### src/rtl/mips_fetch_unit.sv
// ---------------------------------------------------------------------------
// mips_fetch_unit
//
// Instruction fetch and PC sequencer for the MIPS32 single-issue core.
// Issues word reads to instruction memory, latches the returned instruction
// and holds it (with opc/func split out) until the control unit acknowledges
// it. The control-flow verdict given with the acknowledge selects the next PC.
// An invalid-opcode verdict halts fetch until reset.
//
// Ports:
//   clk, rst_n          clock, asynchronous active-low reset
//   imem_req/imem_addr  instruction read request and word address (= pc)
//   imem_ready/rdata    memory response valid and instruction word
//   inst_valid          inst/opc/func valid, awaiting inst_ack
//   inst, opc, func     latched instruction and its opcode/function fields
//   pc, pc_plus4        current instruction address and its successor
//   inst_ack            instruction consumed; verdict inputs valid
//   isJmp/isBeq/isBne   control-flow verdict from the control unit
//   aluZero             ALU zero flag for the current instruction
//   invOpcode           current instruction is invalid
//   trap                fetch halted on an invalid instruction
//   retired             count of acknowledged valid instructions
// ---------------------------------------------------------------------------
module mips_fetch_unit #(
  parameter logic [31:0] RESET_PC = 32'h0040_0000
) (
  input  logic        clk,
  input  logic        rst_n,
  output logic        imem_req,
  output logic [31:0] imem_addr,
  input  logic        imem_ready,
  input  logic [31:0] imem_rdata,
  output logic        inst_valid,
  output logic [31:0] inst,
  output logic [5:0]  opc,
  output logic [5:0]  func,
  output logic [31:0] pc,
  output logic [31:0] pc_plus4,
  input  logic        inst_ack,
  input  logic        isJmp,
  input  logic        isBeq,
  input  logic        isBne,
  input  logic        aluZero,
  input  logic        invOpcode,
  output logic        trap,
  output logic [31:0] retired
);

  typedef enum logic [1:0] {
    IDLE  = 2'd0,
    FETCH = 2'd1,
    HOLD  = 2'd2,
    HALT  = 2'd3
  } fetchState_t;

  fetchState_t state;

  logic        brTaken;
  logic [31:0] brOffset;
  logic [31:0] jmpTarget;
  logic [31:0] nextPc;

  assign imem_addr = pc;
  assign pc_plus4  = pc + 32'd4;
  assign opc       = inst[31:26];
  assign func      = inst[5:0];

  // Next-PC selection: jump has priority over a taken branch, else fall through.
  always_comb begin
    brTaken   = (isBeq & aluZero) | (isBne & ~aluZero);
    brOffset  = {{14{inst[15]}}, inst[15:0], 2'b00};
    jmpTarget = {pc_plus4[31:28], inst[25:0], 2'b00};
    if (isJmp) begin
      nextPc = jmpTarget;
    end else if (brTaken) begin
      nextPc = pc_plus4 + brOffset;
    end else begin
      nextPc = pc_plus4;
    end
  end

  // Fetch FSM; imem_req/inst_valid/trap are flops updated together with the
  // state so they are a glitch-free function of it.
  always_ff @(posedge clk or negedge rst_n) begin
    if (!rst_n) begin
      state      <= IDLE;
      pc         <= RESET_PC;
      inst       <= 32'd0;
      retired    <= 32'd0;
      imem_req   <= 1'b0;
      inst_valid <= 1'b0;
      trap       <= 1'b0;
    end else begin
      case (state)
        IDLE: begin
          state    <= FETCH;
          imem_req <= 1'b1;
        end
        FETCH: begin
          if (imem_ready) begin
            inst       <= imem_rdata;
            state      <= HOLD;
            imem_req   <= 1'b0;
            inst_valid <= 1'b1;
          end
        end
        HOLD: begin
          if (inst_ack) begin
            inst_valid <= 1'b0;
            if (invOpcode) begin
              // pc and retired stay on the offending instruction
              state <= HALT;
              trap  <= 1'b1;
            end else begin
              retired  <= retired + 32'd1;
              pc       <= nextPc;
              state    <= FETCH;
              imem_req <= 1'b1;
            end
          end
        end
        HALT: begin
          state <= HALT;
        end
        default: begin
          state      <= IDLE;
          imem_req   <= 1'b0;
          inst_valid <= 1'b0;
          trap       <= 1'b0;
        end
      endcase
    end
  end

endmodule

### config.mk
export PLATFORM = sky130hd
export DESIGN_NAME = mips_fetch_unit
export DESIGN_NICKNAME = d
export VERILOG_FILES = /design/src/rtl/mips_fetch_unit.sv
export SDC_FILE = /design/constraint.sdc
export NUM_CORES = 1
export LEC_CHECK = 0
export ABC_AREA = 1
export BUFFER_PORTS_ARGS = -buffer_cell sky130_fd_sc_hd__buf_4
export CAP_MARGIN = 30
export CELL_PAD_IN_SITES_DETAIL_PLACEMENT = 1
export CELL_PAD_IN_SITES_GLOBAL_PLACEMENT = 1
export CORE_ASPECT_RATIO = 0.6
export CORE_MARGIN = 2
export CORE_UTILIZATION = 38
export CTS_BUF_LIST = sky130_fd_sc_hd__clkbuf_8
export DETAILED_ROUTE_END_ITERATION = 10
export HOLD_SLACK_MARGIN = 0.02
export PLACE_DENSITY = 0.86
export SKIP_CTS_REPAIR_TIMING = 1
export SLEW_MARGIN = 20
export SYNTH_ARGS = -nofsm -noshare
export SYNTH_HDL_FRONTEND = slang
export SYNTH_SLANG_ARGS = --single-unit
export TNS_END_PERCENT = 5
### constraint.sdc
create_clock -name clk -period 3.2 [get_ports clk]
set_clock_uncertainty 0.15 [all_clocks]
set_input_delay 0.16 -clock clk [delete_from_list [all_inputs] [get_ports clk]]
set_output_delay 0.16 -clock clk [all_outputs]
set_load 0.02 [all_outputs]
==> results of run 1 <==
==> per-stage QoR <==
stage                     hold slack [ns]  util (%)  instances  power (mW)  worst slack, ns
final                              0.1636     56.75       1880       13.58         -0.02623
after global routing               0.2058     56.75       1880       14.40          -0.2017
after CTS                         -0.2431     50.61       1821       12.08          -0.2088
after detailed placement           0.1645     49.74       1805       11.23          -0.1549
after global placement             0.1628     49.74       1805       10.90          -0.1238
after floorplan                   -0.2856         -       1284       7.445         0.007797
==> synthesized netlist by cell type (2+ instances only) <==
master / count
o21ai_0: 24
clkinv_1: 2
and2_1: 9
o22ai_1: 2
and3_1: 2
nand3_1: 75
or2_2: 3
inv_1: 178
a21o_1: 3
nor4_1: 3
nand3_2: 2
o211ai_1: 6
nand2_2: 3
nand3b_1: 2
xor2_1: 40
dfrtp_1: 98
o21bai_1: 6
nor3_4: 2
ha_1: 38
nor2_1: 102
nor2_2: 6
nand4_1: 19
a21oi_1: 78
inv_2: 3
xnor2_1: 15
nand2_1: 453
buf_4: 48
clkbuf_1: 22
nor3_1: 24
==> power by group through the flow <==
stage	combinational [mW]	clock [mW]	sequential [mW]
after floorplan	4.70	0	2.75
after global placement	8.57	0	2.33
after detailed placement	8.86	0	2.36
after CTS	8.91	0.821	2.35
after global routing	11.0	0.869	2.50
final	10.3	0.813	2.46
==> cell type report <==
| class | count | area, µm² | share of cell area (%) |
|---|---|---|---|
| Timing Repair Buffer | 373 | 2904 | 24.21 |
| Sequential cell | 99 | 2491 | 20.77 |
| Inverter | 183 | 686.9 | 5.727 |
| Multi-Input combinational cell | 930 | 5379 | 44.85 |
| Tap cell | 279 | 349.1 | 2.910 |
| Clock inverter | 6 | 46.29 | 0.3860 |
| Clock buffer | 10 | 137.6 | 1.148 |
==> worst paths after layout <==
| check | to | start | slack, ns |
|---|---|---|---|
| worst max-delay path | imem_addr[29] | imem_addr[15] | -0.03 |
| worst min-delay path | inst[29] | imem_ready | 0.16 |
| worst max register to register | imem_addr[29] | imem_addr[15] | -0.03 |
| worst min register to register | retired[31] | retired[31] | 0.34 |
| max in group asynchronous | imem_addr[9] | rst_n | 1.87 |
| min in group asynchronous | inst[27] | rst_n | 0.30 |
==> layer usage <==
| layer | up-vias | track usage [%] | routed length (µm) |
|---|---|---|---|
| met1 | 4978 | 43.00 | 17230 |
| met4 | 0 | 7.481 | 877 |
| met3 | 67 | 7.020 | 3111 |
| met2 | 485 | 44.66 | 17930 |
| met5 | - | 0 | 0 |
| li1 | 4576 | - | - |
==> kinds of logic after synthesis <==
group | count (synthesis) | share of synthesized area (%)
AO/OA/AOI/OAI | 121 | 7.917
adder cells (fa/ha/maj) | 39 | 6.017
other | 1 | 0.04554
flip-flops | 99 | 30.10
AND/OR/NAND/NOR | 709 | 36.15
XOR/XNOR | 55 | 5.850
buffers and inverters | 255 | 13.92
==> flip-flops by register name (all words and copies together), names as in the netlist <==
signal	count
imem_addr	30
imem_req	1
inst	32
inst_valid	1
retired	32
state	2
trap	1
==> critical path, delay by kind of cell, from the launching register on <==
kind,cells,cell delay (ns)
flip-flops,1,0.45
AND/OR/NAND/NOR,12,1.40
adder cells (fa/ha/maj),1,0.24
buffers and inverters,4,0.53
AO/OA/AOI/OAI,3,0.36
==> metrics.yaml, run 1 <==
min_period_ns: 3.226
synth_area_leaders: "dfrtp_1 (30%), nand2_1 (21%), inv_1 (8.1%)"
postSynthCellCount: 1279
crit_fanout: 5
cp-start-kind: "flop"
vias_per_cell: 5.376
stdcell_area_mm2: 0.01199
vdd_drop_max_mv: 0.6321
first_global_vias: 9516
drive_above_1_share_pct: 33.54
holdPathStages: 5
slew_headroom_pct: 33.61
path_clk_slew_ns: 0.10
tns_ns: -0.03949
netlist.top_cell.by_area: "dfrtp_1"
p_switching_mw: 7.448
violations: "setup timing"
grt_pass1_wl_um: 53490
fp.dieW_um: 194.0
dieHeight_um: 118.0
yosys_warnings: 0
drt_iter0_markers: 846
r2r_cells: 20
n_fill_cell: 2729
drv_slew: 0
drv_cap: 0
final_common_cell: "nand2_1"
period_share_pct: 100.8
rsz0062_at_grt: "true"
num_io_pins: 216
fmax_ghz: 0.3100
antenna_cells: 0
cts_htree_levels: 3
cts-root-buf: "clkbuf_8"
leakage_nw: 6.483
synthFlopType: "dfrtp_1"
io_buffers: 209
power_frac_clock_pct: 6.0
run_status: "finished, violations left"
hold_violations: 0
nNetsFinal: 1676
gr-total-overflow: 0
vias: 10110
crit_top_cell: "nand2_1"
start_util_pct: 38.96
worst_hold_path_type: "in2reg"
crit_required_ns: 3.32
clk_path_buf_depth: 2
final_cell_mix: "nand2_1 (409), buf_4 (336), inv_1 (171)"
cpPeakStageDelay_ns: 0.45
firstDrtPassIters: 6
p_int_mw: 6.129
areaGrowthSynthToFinish_pct: 45.66
cp-end-kind: "flop"
worstSkewPairLatency_ns: 0.39
track_usage_pct: 29.83
clkSinkCount: 99
dieArea_mm2: 0.02290
combPwrFrac_pct: 75.9
crit_chain: "inv_1, nor3_2, buf_4, nand2_1, nor3_2, nand2_1, nand2_1, and2_1, ha_4, inv_1, buf_4, o21bai_1, a21oi_1, nand2_1, a21oi_2, nand3_1, nand3_1, nand2_1, nand2_1, nand2_1"
design.core.area_mm2: 0.02114
synth_edf_count: 0
yosysSeqAreaShare_pct: 30.10
power_frac_seq_pct: 18.1
antenna_found_initial: 0
ys_types: 40
avgSynthCellArea_um2: 6.438
ys_seq_elements: 99
setup_violations: 2
place_congestion: 0.9897
worstMarginPinSlew_ns: 0.9947
p_sw_share_pct: 54.86
cp_slowest_cell: "dfrtp_1"
critPathArrivalTime_ns: 3.35
synth_area_mm2: 0.008234
cts_buffers: 9
grt_max_degree: 60
worstSetupPathType: "reg2reg"
ant_nets: 0
wl_per_cell_um: 20.82
wirelength_um: 39150
drc: 0
pwr_density_cell_mw_per_mm2: 1132
synth-async-reset-ratio_pct: 100.0
fin_ws_ns: -0.02623
synth_top_area_share_pct: 29.78
place_hpwl_um: 28730
rows: 41
cts_tree: "built"
dpl_cell_area_mm2: 0.01051
(Power assumes the default switching activity.)
==> run 2: changes to the inputs <==
--- a/config.mk
+++ b/config.mk
@@ -11,7 +11,6 @@
 export CELL_PAD_IN_SITES_DETAIL_PLACEMENT = 1
 export CELL_PAD_IN_SITES_GLOBAL_PLACEMENT = 1
 export CORE_ASPECT_RATIO = 0.6
-export CORE_MARGIN = 2
 export CORE_UTILIZATION = 38
 export CTS_BUF_LIST = sky130_fd_sc_hd__clkbuf_8
 export DETAILED_ROUTE_END_ITERATION = 10
==> run 2 against run 1 <==
The run still ends with setup timing left; non-clock buffer count up 23; maximum frequency shrank 0.44%; clock power up 4.3%; register-to-register slack about the same; wire length increased by 2.3%; flip-flop and latch count unchanged; first-iteration DRC count down 8.7%; final cell count grew 1.2%; clock-buffer cell count decreased by 1; utilization rose by 1.4 points; setup slack got worse by 0.014 ns; critical path type unchanged; die area shrank 2.7%.
==> metrics.yaml, run 2 (synthesis results as in run 1) <==
clkSinkCount: 99  # unchanged
cts_buffers: 9  # unchanged
critPathArrivalTime_ns: 3.44  # +0.09 ns
hold_violations: 0  # unchanged
timing.rr.start: "imem_addr[9]"
crit_top_cell: "nand2_1"
crit_required_ns: 3.40  # +0.08 ns
rows: 41  # unchanged
start_util_pct: 38.96  # unchanged
ant_nets: 0  # unchanged
period_share_pct: 101.3  # +0.45 points
firstDrtPassIters: 5  # -1
min_period_ns: 3.241  # +0.01438 ns
cp-start-kind: "flop"
grt_pass1_wl_um: 54100  # +1.1%
final_common_cell: "nand2_1"
rr_endpoint: "imem_addr[16]"
worstSkewPairLatency_ns: 0.42  # +0.03 ns
worstMarginPinSlew_ns: 1.204  # +0.2088 ns
fp.dieW_um: 192.0  # -1.0%
vdd_drop_max_mv: 0.7442  # +18%
drive_above_1_share_pct: 35.16  # +1.6 points
grt_max_degree: 54  # -10%
run_status: "finished, violations left"
drc: 0  # unchanged
clk_path_buf_depth: 2  # unchanged
first_global_vias: 9436  # -0.84%
cts_tree: "built"
dieHeight_um: 116.0  # -1.7%
pwr_density_cell_mw_per_mm2: 1154  # +1.9%
worstSetupPathType: "reg2reg"
cpPeakStageDelay_ns: 0.45  # about the same
rsz0062_at_grt: "true"
violations: "setup timing"
place_hpwl_um: 29240  # +1.8%
wl_per_cell_um: 21.05  # +1.1%
gr-total-overflow: 0  # unchanged
tns_ns: -0.04354  # -0.004051 ns
fin_ws_ns: -0.04061  # -0.01438 ns
hold_end: "imem_addr[2]"
nNetsFinal: 1699  # +1.4%
whs_ns: 0.1508  # -0.01284 ns
dieArea_mm2: 0.02228  # -2.7%
drv_slew: 0  # unchanged
path_clk_slew_ns: 0.12  # +0.02 ns
io_buffers: 209  # unchanged
layout.cells.non_filler: 1903  # +1.2%
cp-end-kind: "flop"
drv_cap: 0  # unchanged
cts_htree_levels: 3  # unchanged
track_usage_pct: 32.30  # +2.5 points
antenna_found_initial: 1  # +1
num_io_pins: 216  # unchanged
hp-start: "isJmp"
dp.cells: 1827  # +1.2%
vias_per_cell: 5.384  # +0.16%
design.core.area_mm2: 0.02114  # unchanged
leakage_nw: 6.633  # +2.3%
antenna_cells: 0  # unchanged
r2r_cells: 18  # -10%
slew_headroom_pct: 19.76  # -14 points
r2r_slack_ns: -0.04  # about the same
setup_violations: 2  # unchanged
crit_fanout: 3  # -2
place_congestion: 0.9800  # -0.98%
crit_chain: "nand2_2, nor2_4, nand2_1, nor3_1, buf_4, xnor2_1, inv_2, ha_1, nand2_1, buf_4, nor2_4, nand2_1, inv_1, nand2_1, a21oi_1, nand3b_1, nand2_1, a21oi_1"
cts-root-buf: "clkbuf_8"
fmax_ghz: 0.3086  # -0.44%
areaGrowthSynthToFinish_pct: 49.17
vias: 10250  # +1.4%
final_cell_mix: "nand2_1 (405), buf_4 (355), inv_1 (166)"
worst_hold_path_type: "in2reg"
cp_slowest_cell: "dfrtp_1"
wirelength_um: 40060  # +2.3%
drt_iter0_markers: 772  # -8.7%
holdPathStages: 3  # -2
==> run 2: critical path: cells and delay by family (launching register included) <==
family                     cells  cell delay (ns)
AOI/OAI and AO/OA              2             0.29
xor gates and xnor gates       1             0.15
adders and majority gates      1             0.32
buffers and inverters          4             0.57
DFF                            1             0.45
and+or+nand+nor               10             1.25
==> run 2: stage by stage <==
step | util, % | setup WS [ns] | power (mW) | area (µm²)
floorplan | - | 0.007797 | 7.445 | 8253
global placement | 50.58 | -0.2091 | 11.24 | 10690
finish | 58.12 | -0.04061 | 14.17 | 12280
CTS | 51.46 | -0.2955 | 12.43 | 10880
detailed placement | 50.58 | -0.2562 | 11.55 | 10690
global route | 58.12 | -0.1713 | 15.06 | 12280
==> run 2: final cells by class <==
cell class | count | area (µm²)
Fill cell | 2736 | 8852
Multi-Input combinational cell | 930 | 5478
Timing Repair Buffer | 396 | 3100
Sequential cell | 99 | 2484
Inverter | 183 | 686.9
Tap cell | 279 | 349.1
Clock buffer | 9 | 123.9
Clock inverter | 7 | 61.31
==> run 2: where the power goes <==
| part | switching [mW] | internal [mW] | total, mW |
|---|---|---|---|
| Clock | 0.549 | 0.299 | 0.848 |
| Combinational | 6.43 | 4.46 | 10.9 |
| Sequential | 0.736 | 1.70 | 2.43 |
| Total | 7.71 | 6.46 | 14.2 |
==> run 2: layer usage <==
metal	routed length [µm]	track usage [%]
met1	17420	46.44
met2	18520	51.07
met3	3179	6.027
met4	925	5.249
met5	12	0
==> run 2: how the worst max path moves through the flow <==
stage                  start       endpoint  slack, ns  depth (start not counted)
6_report        imem_addr[9]  imem_addr[16]      -0.04                         18
5_1_grt         imem_addr[9]  imem_addr[16]      -0.17                         18
3_5_place_dp   imem_addr[17]  imem_addr[23]      -0.26                         18
4_1_cts        imem_addr[17]  imem_addr[23]      -0.30                         18
2_1_floorplan   imem_addr[2]  imem_addr[30]      0.008                         20
3_3_place_gp   imem_addr[14]  imem_addr[23]      -0.21                         19
==> run 3: changes to the inputs <==
--- a/config.mk
+++ b/config.mk
@@ -21,4 +21,4 @@
 export SYNTH_ARGS = -nofsm -noshare
 export SYNTH_HDL_FRONTEND = slang
 export SYNTH_SLANG_ARGS = --single-unit
-export TNS_END_PERCENT = 5
+export TNS_END_PERCENT = 20
==> run 3 against run 2 <==
The flow still finishes with violations (setup timing); final area about the same; clock-buffer cell count unchanged; via count increased by 0.30%; setup slack got worse by 0.0092 ns; first-iteration DRC count increased by 1.6%; register-to-register slack about the same; global-route usage unchanged; non-clock buffer count unchanged; wire length about the same; power about the same; worst hold slack got worse by 0.015 ns; utilization about the same; critical endpoint unchanged.
==> metrics.yaml, run 3 (synthesis results as in run 1) <==
run_status: "finished, violations left"
violations: "setup timing"
dpl_cell_area_mm2: 0.01069  # unchanged
dieHeight_um: 116.0  # unchanged
worstMarginPinSlew_ns: 1.208  # +0.004862 ns
start_util_pct: 38.96  # unchanged
cts_htree_levels: 3  # unchanged
fin_ws_ns: -0.04982  # -0.009210 ns
grt_pass1_wl_um: 54100  # unchanged
rsz0062_at_grt: "true"
worstSetupPathType: "reg2reg"
cts_buffers: 9  # unchanged
rows: 41  # unchanged
min_period_ns: 3.250  # +0.009209 ns
clk_path_buf_depth: 2  # unchanged
top_layer: "met4"
cp-start-kind: "flop"
fmax_ghz: 0.3077  # -0.28%
final_cell_mix: "nand2_1 (405), buf_4 (355), inv_1 (166)"
vias: 10280  # +0.30%
io_buffers: 209  # unchanged
first_global_vias: 9436  # unchanged
met1_length_um: 17420  # about the same
clkSinkCount: 99  # unchanged
gr-total-overflow: 0  # unchanged
path_clk_slew_ns: 0.12  # about the same
crit_required_ns: 3.40  # about the same
cp-end-kind: "flop"
drv_cap: 0  # unchanged
vdd_drop_max_mv: 0.7471  # +0.39%
drc: 0  # unchanged
drt_iter0_markers: 784  # +1.6%
hold_violations: 0  # unchanged
drive_above_1_share_pct: 35.16  # unchanged
place_congestion: 0.9800  # unchanged
setup_violations: 3  # +1
drv_slew: 0  # unchanged
pwr_density_cell_mw_per_mm2: 1153  # about the same
worst_hold_path_type: "in2reg"
tns_ns: -0.07371  # -0.03017 ns
antenna_found_initial: 1  # unchanged
dr_wl_met2_um: 18560  # +0.17%
design_power_total_mw: 14.16  # about the same
stdcell_area_mm2: 0.01229  # about the same
leakage_nw: 6.633  # about the same
cts-root-buf: "clkbuf_8"
num_io_pins: 216  # unchanged
track_usage_pct: 32.30  # unchanged
nNetsFinal: 1699  # unchanged
cts_tree: "built"
final_common_cell: "nand2_1"
wl_met3_um: 3101  # -2.5%
slew_headroom_pct: 19.44  # -0.32 points
vias_per_cell: 5.398  # +0.25%
areaGrowthSynthToFinish_pct: 49.20  # about the same
design.core.area_mm2: 0.02114  # unchanged
crit_fanout: 3  # unchanged
place_hpwl_um: 29240  # unchanged
worstSkewPairLatency_ns: 0.41  # about the same
wl_per_cell_um: 21.03  # -0.10%
wirelength_um: 40040  # about the same
ant_nets: 0  # unchanged
fp.dieW_um: 192.0  # unchanged
critPathArrivalTime_ns: 3.45  # about the same
grt_max_degree: 54  # unchanged
firstDrtPassIters: 5  # unchanged
period_share_pct: 101.6  # +0.29 points
dieArea_mm2: 0.02228  # unchanged
-- run 3: final timing paths --
path                              start            end  slack, ns  cells past startpoint
min in group asynchronous         rst_n  imem_addr[20]       0.22                      2
max                        imem_addr[9]  imem_addr[16]      -0.05                     18
max in group asynchronous         rst_n       inst[16]       1.92                      3
max reg2reg                imem_addr[9]  imem_addr[16]      -0.05                     18
min                               isJmp   imem_addr[2]       0.14                      3
min reg2reg                 retired[31]    retired[31]       0.35                      1
-- run 3: layer usage --
metal  track usage, %  vias to the layer above
met5                0                        -
met3            6.027                       82
met1            46.44                     5116
met2            51.07                      461
li1                 -                     4618
met4            5.249                        0
-- run 3: final cells by class --
cell class              count  area, µm²
repair buffers            396       3100
clock buffers               9      123.9
well taps                 279      349.1
flip-flops and latches     99       2484
diodes                      1      2.502
clock inverters             7      61.31
fillers                  2735       8850
multi-input cells         930       5478
inverters                 183      686.9
-- run 3: power breakdown --
group	switching (mW)	total, mW	internal, mW
sequential	0.742	2.44	1.70
clock	0.545	0.844	0.299
combinational	6.41	10.9	4.47
total	7.70	14.2	6.46
-- run 3: stage by stage --
| step | utilization, % | cells | setup WS (ns) | hold WS, ns |
|---|---|---|---|---|
| floorplan | - | 1284 | 0.007797 | -0.2856 |
| global placement | 50.58 | 1827 | -0.2091 | 0.1351 |
| detailed placement | 50.58 | 1827 | -0.2562 | 0.1370 |
| CTS | 51.46 | 1843 | -0.2955 | -0.3065 |
| global route | 58.12 | 1903 | -0.1713 | 0.1442 |
| finish | 58.13 | 1904 | -0.04982 | 0.1355 |
-- run 3: worst max-delay path, cell delays in order, from the launching register on --
cell and delay [ns]:
dfrtp_1 0.46, nand2_2 0.15, nor2_4 0.16, nand2_1 0.12, nor3_1 0.20, buf_4 0.16
xnor2_1 0.15, inv_2 0.12, ha_1 0.32, nand2_1 0.10, buf_4 0.16, nor2_4 0.15
nand2_1 0.07, inv_1 0.12, nand2_1 0.11, a21oi_1 0.18, nand3b_1 0.14, nand2_1 0.06
a21oi_1 0.11
